## config.mk

```make
export PLATFORM = sky130hd
export DESIGN_NAME = scr_ram_arb
export DESIGN_NICKNAME = d
export VERILOG_FILES = /design/src/rtl/scr_ram_arb.sv
export SDC_FILE = /design/constraint.sdc
export NUM_CORES = 1
export LEC_CHECK = 0
export CAP_MARGIN = 20
export CORE_MARGIN = 3
export CORE_UTILIZATION = 45
export CTS_CLUSTER_SIZE = 28
export DETAILED_ROUTE_END_ITERATION = 8
export PLACE_DENSITY = 0.72
export SLEW_MARGIN = 30
export SYNTH_ARGS = -nofsm -noshare
export SYNTH_HDL_FRONTEND = slang
export SYNTH_SLANG_ARGS = --single-unit
export TNS_END_PERCENT = 50
```

## constraint.sdc

```tcl
create_clock -name clk -period 7.6 [get_ports clk]
set_input_delay 2.28 -clock clk [delete_from_list [all_inputs] [get_ports clk]]
set_output_delay 2.28 -clock clk [all_outputs]
set_load 0.02 [all_outputs]
```

## src/rtl/scr_ram_arb.sv

```systemverilog
// Screen RAM arbiter: display reads, buffered host writes, block-fill engine.
// Fixed priority display > host FIFO > fill; one RAM access per cycle.
module scr_ram_arb #(
  parameter int ADDR_W     = 16,
  parameter int DATA_W     = 8,
  parameter int FIFO_DEPTH = 4
) (
  input  logic              clk,
  input  logic              rst,
  input  logic              disp_req,
  input  logic [ADDR_W-1:0] disp_addr,
  output logic [DATA_W-1:0] disp_data,
  output logic              disp_valid,
  input  logic              host_wr,
  input  logic [ADDR_W-1:0] host_addr,
  input  logic [DATA_W-1:0] host_data,
  output logic              host_full,
  input  logic              fill_start,
  input  logic [ADDR_W-1:0] fill_addr,
  input  logic [ADDR_W-1:0] fill_len,
  input  logic [DATA_W-1:0] fill_data,
  output logic              fill_busy,
  output logic              ovf,
  input  logic              ovf_clr,
  output logic [ADDR_W-1:0] ram_addr,
  output logic [DATA_W-1:0] ram_wdata,
  output logic              ram_we,
  input  logic [DATA_W-1:0] ram_rdata
);

  localparam int PW = $clog2(FIFO_DEPTH);
  localparam int CW = PW + 1;
  localparam logic [CW-1:0] DEPTH_C = CW'(FIFO_DEPTH);

  typedef enum logic {IDLE, RUN} fill_st_t;

  fill_st_t          st;
  logic [ADDR_W-1:0] fq_addr [FIFO_DEPTH];
  logic [DATA_W-1:0] fq_data [FIFO_DEPTH];
  logic [PW-1:0]     wp, rp;
  logic [CW-1:0]     cnt, cnt_nxt;
  logic [ADDR_W-1:0] cur, rem;
  logic [DATA_W-1:0] fval;

  logic fifo_empty, host_gnt, fill_gnt;
  logic push, drop;

  assign fifo_empty = (cnt == '0);
  assign host_gnt   = !disp_req && !fifo_empty;
  assign fill_gnt   = !disp_req && fifo_empty && (st == RUN);
  // full is the registered view of cnt, so a pop cannot rescue a push
  assign push       = host_wr && !host_full;
  assign drop       = host_wr && host_full;

  assign disp_data  = ram_rdata;
  assign fill_busy  = (st == RUN);

  always_comb begin
    cnt_nxt = cnt;
    unique case ({push, host_gnt})
      2'b10:   cnt_nxt = cnt + CW'(1);
      2'b01:   cnt_nxt = cnt - CW'(1);
      default: cnt_nxt = cnt;
    endcase
  end

  always_comb begin
    ram_addr  = '0;
    ram_wdata = '0;
    ram_we    = 1'b0;
    unique case (1'b1)
      disp_req: ram_addr = disp_addr;
      host_gnt: begin
        ram_addr  = fq_addr[rp];
        ram_wdata = fq_data[rp];
        ram_we    = 1'b1;
      end
      fill_gnt: begin
        ram_addr  = cur;
        ram_wdata = fval;
        ram_we    = 1'b1;
      end
      default: ;
    endcase
  end

  always_ff @(posedge clk) begin
    if (push) begin
      fq_addr[wp] <= host_addr;
      fq_data[wp] <= host_data;
    end
  end

  always_ff @(posedge clk or posedge rst) begin
    if (rst) begin
      wp         <= '0;
      rp         <= '0;
      cnt        <= '0;
      host_full  <= 1'b0;
      ovf        <= 1'b0;
      disp_valid <= 1'b0;
    end else begin
      disp_valid <= disp_req;
      cnt        <= cnt_nxt;
      host_full  <= (cnt_nxt == DEPTH_C);
      if (push)
        wp <= wp + PW'(1);
      if (host_gnt)
        rp <= rp + PW'(1);
      if (drop)
        ovf <= 1'b1;
      else if (ovf_clr)
        ovf <= 1'b0;
    end
  end

  always_ff @(posedge clk or posedge rst) begin
    if (rst) begin
      st   <= IDLE;
      cur  <= '0;
      rem  <= '0;
      fval <= '0;
    end else begin
      unique case (st)
        IDLE: begin
          if (fill_start && fill_len != '0) begin
            st   <= RUN;
            cur  <= fill_addr;
            rem  <= fill_len;
            fval <= fill_data;
          end
        end
        RUN: begin
          if (fill_gnt) begin
            cur <= cur + ADDR_W'(1);
            rem <= rem - ADDR_W'(1);
            if (rem == ADDR_W'(1))
              st <= IDLE;
          end
        end
        default: st <= IDLE;
      endcase
    end
  end

endmodule

```

==> flow_summary_export.csv <==
group,metric,value,unit
die,die-width,131,um
logic_synthesis,netlist_instances,520,
logic_synthesis,synthFlopType,"edfxtp_1",
cts,clock_sinks,147,
power_and_ir_drop,max-vdd-ir-drop,284,uV
sta,fin_crit,6.80,ns
cts,clk_latency,0.42,ns
run,cap_violations,0,
grt,grtUsageTotal,21.1,%
logic_synthesis,synth_nets,623,
sta,hold_ws,0.489,ns
power_and_ir_drop,power.leakage,3.15,nW
critical_path,arrival,4.52,ns
logic_synthesis,synth_area_per_cell,13.4,sq um
logic_synthesis,synth_common_cells,"edfxtp_1 (96), dfrtp_1 (51), nand2_1 (42)",
cts,cts_tree,"yes",
cells_and_area,post-route-util,59.0,%
cts,clockBufferDepth,2,
die,ios,131,
sta,finalSetupViolCount,0,
sta,setup_tns,0,ns
placed_design,pre_cts_slack,0.814,ns
critical_path,crit_type,"in2out",
cts,cts-resized-gates,0,
cts,ctsHoldBuffers,0,
sta,skew,0.00567,ns
critical_path,end_kind,"output pin",
cells_and_area,final_layout_size_suffix_gt1_share,13.2,%
logic_synthesis,synth_top_area_share,41.3,%
detailed_routing,drt_wl_total,17400,um
sta,max_freq,147,MHz
min_path,min_path_type,"reg2reg",
cells_and_area,instances_no_fill,818,
run_status,outcome,"completed",
grt,grt_max_degree,58,
power_and_ir_drop,fin_total_pwr,2.68,mW
cells_and_area,layout.nets,724,
sta,maxSlewHeadroom,46.3,%
critical_path,cp_max_fo,21,
logic_synthesis,ys_warn_count,0,
critical_path,crit_family,"buffers and inverters",
min_path,holdCritStartpoint,"fval[2]",
logic_synthesis,synth_edf_count,96,
power_and_ir_drop,power_density,306,nW/um^2
cells_and_area,final_area,8770,sq um
sta,setup_ws,0.805,ns
die,die_area,17100,sq um
sta,tightest_slew,0.806,ns
detailed_routing,drtIter0Drc,691,
grt,grt_pass1_wl,26900,um
logic_synthesis,synth_top_area_cell,"edfxtp_1",
critical_path,r2r-start,"fill_busy",
die,die_h,131,um
cts,numCtsBuffers,17,
grt,grt_overflow,0,
logic_synthesis,yosysUniqueCellTypes,64,
placed_design,gp_congestion,0.882,
critical_path,slowest_delay,0.55,ns
placed_design,dp_hpwl,11500,um
logic_synthesis,synth.area.top_cells,"edfxtp_1 (41%), dfrtp_1 (18%), mux4_2 (7.7%), a222oi_1 (2.3%), nand2_1 (2.3%)",
cells_and_area,syn_to_final_growth,25.5,%
sta,period_share,89.4,%
sta,slew_violations,0,
die,initial_core_util,47.0,%
logic_synthesis,seq_area_frac_synth,59.5,%
logic_synthesis,synth_most_common_cell,"edfxtp_1",
detailed_routing,wl_per_cell,21.3,um
placed_design,portBuffers,114,
placed_design,dpl_cell_area,8210,sq um
critical_path,crit_required,5.32,ns
die,placementRows,44,
critical_path,start_kind,"input pin",
logic_synthesis,synthArstFlopShare,34.7,%
cts,post_cts_buffers,0,
detailed_routing,num_vias,5027,
die,core,14900,sq um
detailed_routing,via_per_inst,6.15,
critical_path,crit_path_start,"disp_req",
logic_synthesis,ys_seq_elements,147,
critical_path,cpMaxStageDelayCell,"clkdlybuf4s50_1",
grt,grt_antenna_before_repair,0,
detailed_routing,ant_nets,0,
cells_and_area,fill_cells,1170,
sta,rsz0062_at_grt,"no",
critical_path,path_buf_inv,5,
sta,hold_violations,0,
cts,clkTransAtPathRegs,0.06,ns
detailed_routing,drc,0,
cells_and_area,n_antenna_cell,0,
detailed_routing,dr.pass1.iters,5,
grt,grt_pass1_vias,4893,
logic_synthesis,netlist_area,6990,sq um
critical_path,cp_cell_sequence,"clkdlybuf4s50_1, buf_4, nor2_2, buf_4, a222oi_1, inv_1, clkdlybuf4s50_1",
cts,cts_htree_levels,4,
cts,clock-root-buffer,"clkbuf_16",
placed_design,dp.cells,786,
-- power by group --
group	leakage, nW	switching (mW)	internal (mW)	total [mW]
clock network	0.275	0.336	0.452	0.788
logic	1.39	0.392	0.388	0.779
registers	1.48	0.114	1.00	1.12
total	3.15	0.841	1.84	2.68
-- logic make-up (layout without fill, tap and decap cells) --
family / Yosys count / in the layout / share of synthesized area, %
AOI/OAI and AO/OA: 123 / 123 / 14.5
xor gates and xnor gates: 6 / 6 / 0.752
adders and majority gates: 9 / 9 / 1.72
buffers and inverters: 74 / 188 / 5.01
DFF: 147 / 147 / 59.5
muxes: 30 / 30 / 8.61
and+or+nand+nor: 131 / 131 / 9.92
-- cell type report --
type	count	area (sq um)	share of cell area, %
Clock buffer	17	425	4.85
Clock inverter	15	129	1.47
Inverter	31	119	1.36
Multi-Input combinational cell	299	2480	28.3
Sequential cell	147	4160	47.4
Tap cell	184	230	2.63
Timing Repair Buffer	125	1220	14.0
-- path summary, 6_finish.rpt --
path                                to  slack [ns]  cells after the start
setup / recovery           ram_addr[1]        0.80                      7
hold / removal                 fval[2]        0.49                      2
setup reg to reg               rem[10]        4.98                      5
hold reg to reg                fval[2]        0.49                      2
max in group asynchronous        rp[1]        4.80                      2
min in group asynchronous       cnt[2]        2.32                      2
-- worst min-delay path, stage by stage (launching register included) --
cell and delay (ns):
dfrtp_1 0.35, nand2_1 0.05, nand2_1 0.05
-- flip-flops by register name, summed over array words and instances (netlist names) --
| register | flops |
|---|---|
| host_full | 1 |
| cnt | 3 |
| wp | 2 |
| fval | 8 |
| fill_busy | 1 |
| disp_valid | 1 |
| cur | 16 |
| rem | 16 |
| rp | 2 |
| fq_addr | 64 |
| ovf | 1 |
| fq_data | 32 |
-- placed cells by master (no fill, tap or decap), types with 4 or more instances in the layout --
master           instances
a21oi_1                 22
a222oi_1                16
a22o_1                  10
a22oi_1                  4
a31oi_1                 12
and2_1                   7
and4_1                   4
buf_4                   11
clkbuf_16               17
clkdlybuf4s50_1        114
clkinv_2                 4
dfrtp_1                 50
edfxtp_1                96
ha_1                     8
inv_1                   29
inv_6                    5
mux2i_1                  5
mux4_2                  24
nand2_1                 41
nand3_1                 11
nand4_1                  5
nor2_1                  22
nor2b_1                  4
nor3_1                   8
nor4_1                   4
o211ai_1                 9
o22a_1                  12
o22ai_1                  6
or4_1                    6
-- per-layer routing --
metal | up-vias | share of wire [%] | track usage [%]
met4 | 0 | 2.5 | 7.14
met5 | - | 0 | 0
met3 | 35 | 8.3 | 5.28
met2 | 242 | 48 | 33.6
met1 | 2505 | 41 | 28.5
li1 | 2245 | - | -
No activity file was read; power rests on OpenSTA's default activity.
